## src/rtl/dmem_pkg.sv

```systemverilog
// Shared types and constants for the data-memory controller.
// Holds the FSM state encoding, byte-enable helpers and the default ack timeout.
package dmem_pkg;

   typedef enum logic [1:0] {
      IDLE = 2'd0,
      REQ  = 2'd1,
      DONE = 2'd2
   } state_e;

   localparam logic [3:0] BE_WORD     = 4'hF;
   localparam int         TIMEOUT_DEF = 15;

   function automatic logic [3:0] byte_be(input logic [1:0] lo);
      return 4'b0001 << lo;
   endfunction

endpackage

```

## src/rtl/mem_lane_align.sv

```systemverilog
// Byte-lane steering between the 32-bit datapath and the word-organised memory:
// misalignment detect, byte enables, store replication and load lane extraction.
module mem_lane_align
   import dmem_pkg::*;
(
   input  logic        byte_acc,
   input  logic [1:0]  addr_lo,
   input  logic [31:0] wdata_in,
   input  logic        rd_byte,
   input  logic [1:0]  rd_lane,
   input  logic [31:0] rdata_in,
   output logic        misaligned,
   output logic [3:0]  be,
   output logic [31:0] wdata_out,
   output logic [31:0] rdata_out
);

   // Store side: a byte access can target any lane, a word access must be aligned.
   always_comb begin
      misaligned = 1'b0;
      be         = BE_WORD;
      wdata_out  = wdata_in;
      if (byte_acc) begin
         be        = byte_be(addr_lo);
         wdata_out = {4{wdata_in[7:0]}};
      end else begin
         misaligned = (addr_lo != 2'b00);
      end
   end

   // Load side: pick the latched lane and zero-extend it.
   always_comb begin
      rdata_out = rdata_in;
      if (rd_byte) begin
         case (rd_lane)
            2'd0:    rdata_out = {24'd0, rdata_in[7:0]};
            2'd1:    rdata_out = {24'd0, rdata_in[15:8]};
            2'd2:    rdata_out = {24'd0, rdata_in[23:16]};
            2'd3:    rdata_out = {24'd0, rdata_in[31:24]};
            default: rdata_out = 32'd0;
         endcase
      end else begin
         rdata_out = rdata_in;
      end
   end

endmodule

```

## src/rtl/dmem_ctrl.sv

```systemverilog
// Data-memory controller: turns single-cycle datapath loads/stores into a
// req/ack transaction on a variable-latency memory, stalling the core meanwhile.
module dmem_ctrl
   import dmem_pkg::*;
#(
   parameter int ADDR_W  = 32,
   parameter int DATA_W  = 32,
   parameter int TIMEOUT = TIMEOUT_DEF
) (
   input  logic              clk,
   input  logic              reset,
   input  logic              MemWrite,
   input  logic              MemRead,
   input  logic              MemByte,
   input  logic [ADDR_W-1:0] ALUResult,
   input  logic [DATA_W-1:0] WriteData,
   output logic [DATA_W-1:0] ReadData,
   output logic              Stall,
   output logic              MemErr,
   output logic              mem_req,
   output logic              mem_we,
   output logic [ADDR_W-1:0] mem_addr,
   output logic [DATA_W-1:0] mem_wdata,
   output logic [3:0]        mem_be,
   input  logic              mem_ack,
   input  logic [DATA_W-1:0] mem_rdata
);

   localparam int CNT_W = $clog2(TIMEOUT + 1);
   localparam logic [CNT_W-1:0] CNT_LAST = CNT_W'(TIMEOUT - 1);

   state_e            state_r, state_n;
   logic [CNT_W-1:0]  cnt_r;
   logic              req_r, we_r, err_r;
   logic [ADDR_W-1:0] addr_r;
   logic [DATA_W-1:0] wdata_r, rdata_r;
   logic [3:0]        be_r;
   logic [1:0]        lane_r;
   logic              rd_byte_r;

   logic              access_s, stall_s, start_s, mis_s, ack_s, tmo_s;
   logic              misaligned_s;
   logic [3:0]        be_s;
   logic [31:0]       wdata_s, rdata_s;

   mem_lane_align u_align (
      .byte_acc   (MemByte),
      .addr_lo    (ALUResult[1:0]),
      .wdata_in   (WriteData),
      .rd_byte    (rd_byte_r),
      .rd_lane    (lane_r),
      .rdata_in   (mem_rdata),
      .misaligned (misaligned_s),
      .be         (be_s),
      .wdata_out  (wdata_s),
      .rdata_out  (rdata_s)
   );

   assign access_s = MemRead | MemWrite;

   // Next-state decode and the single-cycle event strobes that steer the registers.
   always_comb begin
      state_n = state_r;
      stall_s = 1'b0;
      start_s = 1'b0;
      mis_s   = 1'b0;
      ack_s   = 1'b0;
      tmo_s   = 1'b0;
      case (state_r)
         IDLE: begin
            if (access_s) begin
               stall_s = 1'b1;
               if (misaligned_s) begin
                  mis_s   = 1'b1;
                  state_n = DONE;
               end else begin
                  start_s = 1'b1;
                  state_n = REQ;
               end
            end else begin
               state_n = IDLE;
            end
         end
         REQ: begin
            stall_s = 1'b1;
            if (mem_ack) begin
               ack_s   = 1'b1;
               state_n = DONE;
            end else if (cnt_r == CNT_LAST) begin
               tmo_s   = 1'b1;
               state_n = DONE;
            end else begin
               state_n = REQ;
            end
         end
         DONE:    state_n = IDLE;
         default: state_n = IDLE;
      endcase
   end

   // State, latched request and result registers; reset abandons any access in flight.
   always_ff @(posedge clk) begin
      if (!reset) begin
         state_r   <= IDLE;
         cnt_r     <= '0;
         req_r     <= 1'b0;
         we_r      <= 1'b0;
         be_r      <= 4'h0;
         addr_r    <= '0;
         wdata_r   <= '0;
         rdata_r   <= '0;
         err_r     <= 1'b0;
         lane_r    <= 2'd0;
         rd_byte_r <= 1'b0;
      end else begin
         state_r <= state_n;
         if (start_s) begin
            cnt_r     <= '0;
            req_r     <= 1'b1;
            we_r      <= MemWrite;
            be_r      <= be_s;
            addr_r    <= {ALUResult[ADDR_W-1:2], 2'b00};
            wdata_r   <= wdata_s;
            lane_r    <= ALUResult[1:0];
            rd_byte_r <= MemByte;
            if (MemWrite && MemRead) begin
               rdata_r <= '0;
            end else begin
               rdata_r <= rdata_r;
            end
         end else if (state_r == REQ) begin
            cnt_r <= cnt_r + CNT_W'(1);
            if (ack_s || tmo_s) begin
               req_r <= 1'b0;
               we_r  <= 1'b0;
               be_r  <= 4'h0;
            end
            // Writes leave the last load result in place.
            if (ack_s && !we_r) begin
               rdata_r <= rdata_s;
            end
            if (tmo_s) begin
               rdata_r <= '0;
               err_r   <= 1'b1;
            end
         end
         if (mis_s) begin
            rdata_r <= '0;
            err_r   <= 1'b1;
         end
      end
   end

   assign Stall     = reset & stall_s;
   assign ReadData  = rdata_r;
   assign MemErr    = err_r;
   assign mem_req   = req_r;
   assign mem_we    = we_r;
   assign mem_addr  = addr_r;
   assign mem_wdata = wdata_r;
   assign mem_be    = be_r;

endmodule

```

## config.mk

```make
export PLATFORM = sky130hd
export DESIGN_NAME = dmem_ctrl
export DESIGN_NICKNAME = d
export VERILOG_FILES = /design/src/rtl/dmem_pkg.sv /design/src/rtl/mem_lane_align.sv /design/src/rtl/dmem_ctrl.sv
export SDC_FILE = /design/constraint.sdc
export NUM_CORES = 1
export LEC_CHECK = 0
export BUFFER_PORTS_ARGS = -buffer_cell sky130_fd_sc_hd__buf_4
export CAP_MARGIN = 20
export CORE_MARGIN = 3
export CORE_UTILIZATION = 30
export CTS_BUF_LIST = sky130_fd_sc_hd__clkbuf_16
export DETAILED_ROUTE_END_ITERATION = 8
export PLACE_DENSITY = 0.55
export SKIP_LAST_GASP = 1
export SLEW_MARGIN = 25
export SYNTH_ARGS = -nofsm -noshare
export SYNTH_HDL_FRONTEND = slang
export SYNTH_SLANG_ARGS = --single-unit
```

## constraint.sdc

```tcl
create_clock -name clk -period 3.1 [get_ports clk]
set_input_delay 0 -clock clk [delete_from_list [all_inputs] [get_ports clk]]
set_output_delay 0 -clock clk [all_outputs]
set_load 0.005 [all_outputs]
```

## Word-level counts from Yosys, hierarchy flattened

Cells that the tools add are included.

- Flip-flop bits (word level): 110
- Output and inout port bits: 104
- Logic and storage cells: 79

- Add/sub/neg operators: 1
- Equal/unequal tests: 7
- Shifts and indexed selects: 1
- Muxes and demuxes: 39
- Bitwise gates (word level): 3
- Reductions and logical operators: 17

Operator list:

| operator | count |
|---|---|
| 32-bit two-way mux | 7 |
| 32-bit one-hot mux with 4 select lines | 1 |
| 1-bit two-way mux | 21 |
| 4-bit two-way mux | 4 |
| 2-bit nonzero test | 5 |
| 2-bit two-way mux | 4 |
| 3-bit AND reduction | 2 |
| 4-bit by 1-bit adder with 4-bit output (second input constant) | 1 |
| 2-bit by 1-bit == test with 1-bit output (second input constant) | 2 |
| 2-bit == test (second input constant) | 2 |
| 4-bit == test (second input constant) | 1 |
| 2-bit zero test | 2 |
| 2-bit by 1-bit inequality test with 1-bit output (second input constant) | 2 |
| 2-bit one-hot mux with 2 select lines | 1 |
| 2-bit OR reduction | 2 |
| 1-bit by 2-bit left shift with 4-bit output (first input constant) | 1 |
| 3-bit nonzero test | 1 |
| 1-bit logical AND | 2 |
| 1-bit one-hot mux with 2 select lines | 1 |
| 2-bit AND reduction | 1 |
| 1-bit AND | 1 |
| 1-bit zero test | 1 |
| 1-bit logical OR | 1 |
| 1-bit NOT | 1 |
| 1-bit OR | 1 |

## Longest topological paths before layout

Gate-level depths: netlist of run 1.

- Depth after elaboration: 8
- Depth in mapped cells: 7
- Mapped depth without buffers: 6

## Hierarchy

Synthesis of run 1 repeated with hierarchy kept, for this count alone.

- Cells, all modules: 639
- Area total of the unflattened synthesis: 5335.1 um2

Modules (own cells, without submodules):

| module | instances | cells each | area each (um2) | sequential area each (um2) |
|---|---|---|---|---|
| dmem_ctrl | 1 | 499 | 4478.0 | 2202.1 |
| mem_lane_align | 1 | 140 | 857.1 | 0.0 |

## Worst setup path before layout of run 1

Ideal clock, no wire load.

- Path kind: flip-flop to flip-flop
- Start: reg cnt_r[0]
- End: reg rdata_r[6], in the netlist ReadData[6]
- Setup time: 96 ps
- Arrival time: 1453 ps
- Required time: 3004 ps
- Path slack: 1551 ps
- Cell stages (with the launch flop): 8
- Path buffers: 1
- Clock period less this slack: 1549 ps
- Cells stage by stage: dfxtp_1 -> inv_1 -> ha_1 -> and3_1 -> a21oi_2 -> buf_2 -> nand4_1 -> o41ai_2

- Cells in the longest elaborated chain, start to end: 7

Ends and longest elaborated chain:

| item | line | text |
|---|---|---|
| from (decl) | dmem_ctrl.sv:33 | `logic [CNT_W-1:0] cnt_r;` |
| from (signal assigned) | dmem_ctrl.sv:132 | `cnt_r <= cnt_r + CNT_W'(1);` |
| 4-bit == test (*) | dmem_ctrl.sv:89 | `end else if (cnt_r == CNT_LAST) begin` |
| 1-bit two-way mux (*) | dmem_ctrl.sv:89 |  |
| 1-bit two-way mux (*) | dmem_ctrl.sv:86 | `if (mem_ack) begin` |
| 1-bit two-way mux (*) | dmem_ctrl.sv:69 | `case (state_r)` |
| 32-bit two-way mux | dmem_ctrl.sv:142 | `if (tmo_s) begin` |
| 32-bit two-way mux | dmem_ctrl.sv:131 | `end else if (state_r == REQ) begin` |
| 32-bit two-way mux | dmem_ctrl.sv:117 | `if (start_s) begin` |
| to (signal assigned) | dmem_ctrl.sv:129 | `rdata_r <= rdata_r;` |
| to (signal assigned) | dmem_ctrl.sv:140 | `rdata_r <= rdata_s;` |
| to (decl) | dmem_ctrl.sv:36 | `logic [DATA_W-1:0] wdata_r, rdata_r;` |

Every way passes the cells marked *; elsewhere a longest branch is shown, timed or not. The select of a mux whose other input is x is not followed.
A chain may end at the register's enable or synchronous reset.

## Worst setup path in the final report of run 1

- Start: reg state_r[0]
- End: reg wdata_r[20], in the netlist mem_wdata[20]

- Cells in the longest elaborated chain, start to end: 2

Ends and longest elaborated chain:

| item | line | text |
|---|---|---|
| from (decl) | dmem_ctrl.sv:32 | `state_e state_r, state_n;` |
| from (signal assigned) | dmem_ctrl.sv:116 | `state_r <= state_n;` |
| 2-bit zero test | dmem_ctrl.sv:69 |  |
| 1-bit two-way mux | dmem_ctrl.sv:69 |  |
| to (signal assigned) | dmem_ctrl.sv:123 | `wdata_r <= wdata_s;` |
| to (decl) | dmem_ctrl.sv:36 |  |

No other way between the ends.

==> results of run 1 <==
layout make-up:
type,instances,share of cell area [%]
inverters,3,0.152
well taps,180,3.03
repair buffers,326,36.9
clock buffers,9,3.03
clock inverters,7,0.977
multi-input cells,332,26.3
flip-flops and latches,110,29.6
critical path, stage by stage (launching register included):
cell                            delay [ns]
sky130_fd_sc_hd__dfxtp_1              0.36
sky130_fd_sc_hd__nor2_2               0.27
sky130_fd_sc_hd__nand3_2              0.62
sky130_fd_sc_hd__a222oi_1             0.60
sky130_fd_sc_hd__dlygate4sd3_1        0.63
sky130_fd_sc_hd__nor2_1               0.05
power groups by stage:
stage	clock network (mW)	registers (mW)	logic, mW
2_1_floorplan	0	1.59	0.293
3_3_place_gp	0	1.59	0.593
3_5_place_dp	0	1.60	0.601
4_1_cts	1.20	1.57	0.749
5_1_grt	1.24	1.58	0.823
6_report	1.16	1.57	0.754
flip-flops by register name, indices dropped and copies added, names as in the netlist:
name and count:
cnt_r 4, rd_byte_r 1, state_r 2, mem_req 1
MemErr 1, mem_we 1, mem_be 4, mem_addr 30
mem_wdata 32, ReadData 32, lane_r 2
repair_timing:
item                                   CTS  global route
hold buffers                           116             0
resized for setup                        0             0
endpoints found under the hold margin   97             0
layout by cell type (no fill, tap or decap), drive strengths merged, types with 2 or more instances in the layout:
master,Yosys,routed
nor2,73,73
nor3,2,2
dlygate4sd3,0,116
and3,2,2
or2,3,3
xor2,4,4
a31oi,2,2
a21oi,47,47
buf,27,210
ha,2,2
mux2i,8,8
nand2b,2,2
a32oi,27,27
nand3,6,6
a222oi,24,24
a22oi,2,2
inv,3,5
a211oi,6,6
nand2,83,83
a31o,5,5
conb,1,2
nor2b,3,3
clkbuf,16,9
dfxtp,110,110
nand4,4,4
o2bb2ai,5,5
clkinv,0,3
o21ai,2,2
worst min path at each step:
| stage | to | depth (start not counted) | slack (ns) |
|---|---|---|---|
| finish | ReadData[7]$_SDFFE_PP0P_ | 3 | 0.04 |
| global placement | ReadData[28]$_SDFFE_PP0P_ | 3 | 0.24 |
| CTS | ReadData[7]$_SDFFE_PP0P_ | 3 | 0.03 |
| global route | ReadData[7]$_SDFFE_PP0P_ | 3 | 0.07 |
| floorplan | mem_addr[10]$_SDFFE_PN0N_ | 2 | 0.14 |
| detailed placement | ReadData[26]$_SDFFE_PP0P_ | 3 | 0.24 |
per-layer routing:
| metal | share of wire [%] | vias to the layer above | track usage (%) |
|---|---|---|---|
| met5 | 0 | - | 0 |
| met4 | 3.3 | 0 | 8.83 |
| met3 | 9.7 | 35 | 5.94 |
| met2 | 47 | 219 | 32.1 |
| met1 | 40 | 2287 | 22.4 |
| li1 | - | 2345 | - |
cell families (layout without fill, tap and decap cells):
| family | Yosys count | in the layout | share of synthesized area, % |
|---|---|---|---|
| buffers and inverters | 46 | 345 | 5.18 |
| AOI/OAI and AO/OA | 130 | 130 | 22.4 |
| DFF | 110 | 110 | 50.4 |
| other | 1 | 2 | 0.0858 |
| muxes | 8 | 8 | 1.83 |
| adders and majority gates | 2 | 2 | 0.572 |
| and+or+nand+nor | 185 | 185 | 18.5 |
| xor gates and xnor gates | 5 | 5 | 1.00 |
metrics by stage:
stage	power (mW)	instance area (µm²)	hold slack (ns)
after floorplan	1.88	4380	0.136
after global placement	2.19	5970	0.235
after detailed placement	2.20	5970	0.244
after CTS	3.51	7430	0.0307
after global routing	3.64	7430	0.0710
final	3.48	7430	0.0433
==> run_results.csv, run 1 <==
group,metric,value,unit
setup_path,critical_path.max_fanout,34,
synth,synthTopCellsByArea,"sky130_fd_sc_hd__dfxtp_1 (50%), sky130_fd_sc_hd__nand2_1 (7.1%), sky130_fd_sc_hd__nor2_1 (6.2%), sky130_fd_sc_hd__a222oi_1 (5.5%), sky130_fd_sc_hd__a32oi_1 (5.4%)",
global_routing,grt_max_degree,76,
setup_path,reg2reg_to,"mem_wdata[20]$_SDFFE_PN0N_",
floorplanning,io-pin-count,206,
place,hpwlAfterDp,10500,µm
power,comb_power_share,21.6,%
timing,maxSlewHeadroom,44.8,%
cts,cts.htree.levels,3,
cts,postCtsSetupRepairBufs,0,
drt,wl_per_cell,16.5,µm
setup_path,worstSetupStartpoint,"state_r[0]$_SDFF_PN0_",
timing,final.min_clock_period,2.68,ns
timing,totalNegativeSetupSlack,0,ns
floorplanning,dieHeight,127,µm
cts,tritoncts_clock_tree,"done",
floorplanning,die_width,127,µm
place,dp_slack,0.980,ns
cts,cts-root-buf,"sky130_fd_sc_hd__clkbuf_16",
synth,yosys_register_bits,110,
timing,fmax,373,MHz
drt,total_number_of_vias,4886,
synth,synth_commonest_cells,"sky130_fd_sc_hd__dfxtp_1 (110), sky130_fd_sc_hd__nand2_1 (83), sky130_fd_sc_hd__nor2_1 (72)",
timing,tightestPinTransition,0.824,ns
power,switchingPower,0.939,mW
final_layout,drive_gt1_share,30.4,%
setup_path,r2r_cells,5,
power,p_clk_share,33.4,%
power,internal_power,2.55,mW
place,io_port_bufs,203,
setup_path,critPathKind,"reg2reg",
drt,drc,0,
power,vdd_ir_drop_max,0.242,mV
timing,final.setup_skew,0.00816,ns
synth,ys_dominant_reg_cell,"sky130_fd_sc_hd__dfxtp_1",
timing,final-hold-violation-count,0,
setup_path,rrSetupSlack,0.42,ns
global_routing,grt_pass1_vias,4945,
final_layout,sequential_area,2200,µm²
synth,synthCells,487,
setup_path,cp_data_required_time,3.31,ns
global_routing,antenna_violations_before_repair,0,
final_layout,synthToLayoutAreaGrowth,69.9,%
final_layout,filler_cell_count,1254,
floorplanning,start_util,31.1,%
drt,drtAntennaViolNets,0,
setup_path,critPathCapture,"mem_wdata[20]$_SDFFE_PN0N_",
min_path,min_path_type,"in2reg",
run,drv.max_cap_violation_count,0,
floorplanning,core.rowCount,43,
cts,tritoncts_num_sinks,110,
place,gp_routability_congestion,0.814,
setup_path,worstSetupEndpointType,"flop",
drt,detail_route.wirelength,16000,µm
final_layout,finish.net_count,886,
drt,drt_pass1_iterations,6,
timing,period_share,86.5,%
synth,edff_count_synth,0,
setup_path,cp_data_arrival_time,2.89,ns
power,seq_power_share,45.0,%
final_layout,finish.utilization,52.9,%
setup_path,r2r_start,"state_r[0]$_SDFF_PN0_",
synth,synth.top_cell.area_share,50.4,%
floorplanning,design.core.area,14000,µm²
timing,setup_viol,0,
synth,yosys.cell_types.count,53,
min_path,critical_hold_path_startpoint,"mem_rdata[7]",
power,p_sw_share,26.9,%
synth,synth_most_common_cell,"sky130_fd_sc_hd__dfxtp_1",
synth,synth_largest_area_cell,"sky130_fd_sc_hd__dfxtp_1",
synth,synth_seq_area_share,50.4,%
global_routing,grt_pass1_wl,24800,µm
cts,clkLatencyLatePin,0.35,ns
final_layout,antenna_cells_inserted,0,
place,place_inst,835,
drt,iter_0_drt_violations,307,
timing,postLayoutSetupSlackWorst,0.418,ns
timing,timing.final.max_slew_violations,0,
power,power_density_over_the_cells,469,nW/µm²
drt,viasPerCell,5.05,
synth,ys_warn_count,0,
global_routing,overall_global_routing_usage,19.2,%
synth,synthesis.area,4370,µm²
final_layout,area_of_the_multi_input_gates,1950,µm²
floorplanning,die_area,16100,µm²
outcome,outcome,"finished, final reports clean",
setup_path,critical_path.startpoint_type,"flop",
final_layout,finish.cell_count_without_fillers,967,
timing,unrepaired_setup_endpoints_after_global_routing,"no",
cts,max-clock-path-buffers,2,
synth,synth.avg_cell_area,8.98,µm²
power,leakagePower,3.14,nW
synth,postSynth.asyncResetShare,0,%
cts,cts_made_buffers,9,
cts,clk_pin_slew,0.07,ns
global_routing,gr-total-overflow,0,
(Power assumes the default switching activity.)
==> inputs of run 2 (changes only) <==
--- a/config.mk
+++ b/config.mk
@@ -7,9 +7,10 @@
 export LEC_CHECK = 0
 export BUFFER_PORTS_ARGS = -buffer_cell sky130_fd_sc_hd__buf_4
 export CAP_MARGIN = 20
-export CORE_MARGIN = 3
+export CORE_MARGIN = 5
 export CORE_UTILIZATION = 30
 export CTS_BUF_LIST = sky130_fd_sc_hd__clkbuf_16
+export CTS_CLUSTER_DIAMETER = 200
 export DETAILED_ROUTE_END_ITERATION = 8
 export PLACE_DENSITY = 0.55
 export SKIP_LAST_GASP = 1
==> constraint.sdc (replaced) <==
create_clock -name clk -period 3 [get_ports clk]
set_input_delay 0 -clock clk [delete_from_list [all_inputs] [get_ports clk]]
set_output_delay 0 -clock clk [all_outputs]
set_load 0.005 [all_outputs]
==> run_results.csv, run 2 (synthesis gave the netlist of run 1 again) <==
group,metric,value,unit
setup_path,cp_data_required_time,3.20,ns
setup_path,worstSetupEndpointType,"flop",
final_layout,layout_common_cells,"sky130_fd_sc_hd__buf_4 (210), sky130_fd_sc_hd__dlygate4sd3_1 (114), sky130_fd_sc_hd__dfxtp_1 (110)",
cts,clkLatencyLatePin,0.34,ns
drt,viasPerCell,5.04,
final_layout,antenna_cells_inserted,0,
floorplanning,die_area,17100,µm²
power,power_density_over_the_cells,511,nW/µm²
setup_path,worst_path_max_delay_cell,"sky130_fd_sc_hd__dlygate4sd3_1",
floorplanning,dieHeight,131,µm
setup_path,timing.critical_path.cells,"nor2_2, nand3_2, a222oi_1, dlygate4sd3_1, nor2_1",
drt,drt_pass1_iterations,5,
timing,tightestPinTransition,1.04,ns
place,place_area,5990,µm²
drt,dr.max_layer_used,"met4",
setup_path,critical_path.max_fanout,31,
timing,final.setup_skew,0.00415,ns
setup_path,cp_data_arrival_time,2.76,ns
timing,maxSlewHeadroom,30.3,%
timing,unrepaired_setup_endpoints_after_global_routing,"no",
final_layout,mostFrequentLayoutCell,"sky130_fd_sc_hd__buf_4",
timing,postLayoutSetupSlackWorst,0.440,ns
place,gp_routability_congestion,0.771,
final_layout,synthToLayoutAreaGrowth,71.4,%
final_layout,area_of_the_multi_input_gates,1950,µm²
timing,final.min_clock_period,2.56,ns
final_layout,filler_cell_count,1294,
drt,met2_routed_wl,8050,µm
setup_path,critPathBufInv,1,
min_path,min_path_type,"in2reg",
drt,detail_route.wirelength,16300,µm
outcome,outcome,"finished, final reports clean",
timing,setup_viol,0,
power,leakagePower,3.18,nW
place,io_port_bufs,203,
final_layout,finish.utilization,52.0,%
timing,worst_hold_slack,0.0313,ns
cts,max-clock-path-buffers,2,
drt,iter_0_drt_violations,313,
cts,cts_made_buffers,9,
floorplanning,die_width,131,µm
final_layout,sequential_area,2200,µm²
timing,totalNegativeSetupSlack,0,ns
cts,tritoncts_num_sinks,110,
final_layout,finish.net_count,885,
floorplanning,io-pin-count,206,
drt,drc,0,
global_routing,grt_max_degree,76,
floorplanning,core.rowCount,44,
cts,cts-root-buf,"sky130_fd_sc_hd__clkbuf_16",
global_routing,gr-total-overflow,0,
floorplanning,start_util,30.3,%
global_routing,grt_pass1_wl,25200,µm
drt,drtAntennaViolNets,0,
timing,fmax,391,MHz
setup_path,critical_path.startpoint_type,"flop",
final_layout,finish.cell_count_without_fillers,970,
setup_path,max_stage_delay,0.60,ns
final_layout,drive_gt1_share,30.4,%
setup_path,crit_family,"simple AND/OR/NAND/NOR gates",
cts,clk_pin_slew,0.07,ns
timing,period_share,85.3,%
timing,timing.final.max_slew_violations,0,
place,place_inst,840,
global_routing,grt_pass1_vias,4911,
floorplanning,design.core.area,14400,µm²
timing,final-hold-violation-count,0,
cts,postCtsSetupRepairBufs,0,
drt,total_number_of_vias,4893,
cts,cts.htree.levels,3,
power,vdd_ir_drop_max,0.262,mV
place,hpwlAfterDp,10900,µm
run,drv.max_cap_violation_count,0,
setup_path,critPathKind,"reg2reg",
place,dp_slack,1.00,ns
drt,wl_per_cell,16.8,µm
final_layout,layout.cell_area.non_filler,7500,µm²
drt,met3WireLength,1680,µm
global_routing,antenna_violations_before_repair,0,
global_routing,overall_global_routing_usage,18.6,%
drt,met1_length,6320,µm
cts,tritoncts_clock_tree,"done",
power,sum_of_internal_switching_and_leakage_power,3.83,mW
## run 2: cell count changes in the layout (fill, tap and decap cells not counted)
| cell | change |
|---|---|
| sky130_fd_sc_hd__clkinvlp_4 | -1 |
| sky130_fd_sc_hd__clkinv_1 | -1 |
| sky130_fd_sc_hd__buf_12 | +1 |
| sky130_fd_sc_hd__inv_6 | -2 |
| sky130_fd_sc_hd__and3_1 | +1 |
| sky130_fd_sc_hd__bufinv_16 | +3 |
| sky130_fd_sc_hd__and3_2 | -1 |
| sky130_fd_sc_hd__dlygate4sd3_1 | -2 |
| sky130_fd_sc_hd__inv_1 | +1 |
## run 2: routing by layer
metal | up-vias | track usage, %
met4 | 0 | 6.35
met5 | - | 0
met3 | 21 | 5.85
li1 | 2345 | -
met2 | 216 | 32.4
met1 | 2311 | 21.6
## run 2: final timing paths
kind	cells after the start	slack, ns	to	from
hold / removal	4	0.03	ReadData[4]$_SDFFE_PP0P_	mem_rdata[4]
setup reg to reg	5	0.44	mem_wdata[18]$_SDFFE_PN0N_	state_r[0]$_SDFF_PN0_
hold reg to reg	2	0.46	mem_addr[11]$_SDFFE_PN0N_	mem_addr[11]$_SDFFE_PN0N_
setup / recovery	5	0.44	mem_wdata[18]$_SDFFE_PN0N_	state_r[0]$_SDFF_PN0_
## run 2: final cells by class
cell class,count,share of cell area (%)
Timing Repair Buffer,325,36.5
Multi-Input combinational cell,332,26.1
Tap cell,184,3.07
Clock inverter,7,1.84
Sequential cell,110,29.4
Clock buffer,9,3.00
Inverter,3,0.150
## run 2: worst min-delay path, cell delays in order
cell and delay (ns):
sky130_fd_sc_hd__buf_4 0.09, sky130_fd_sc_hd__o22ai_1 0.07, sky130_fd_sc_hd__nand2b_1 0.07, sky130_fd_sc_hd__a32o_1 0.11
## run 2: power by group
group	leakage, nW	switching, mW	internal, mW
sequential	0.898	0.0648	1.55
combinational	2.10	0.354	0.430
clock	0.181	0.535	0.898
total	3.18	0.954	2.88
## run 2: repair_timing
action,CTS,global route
resized for setup,0,0
hold buffers,114,0
hold endpoints to repair,96,0
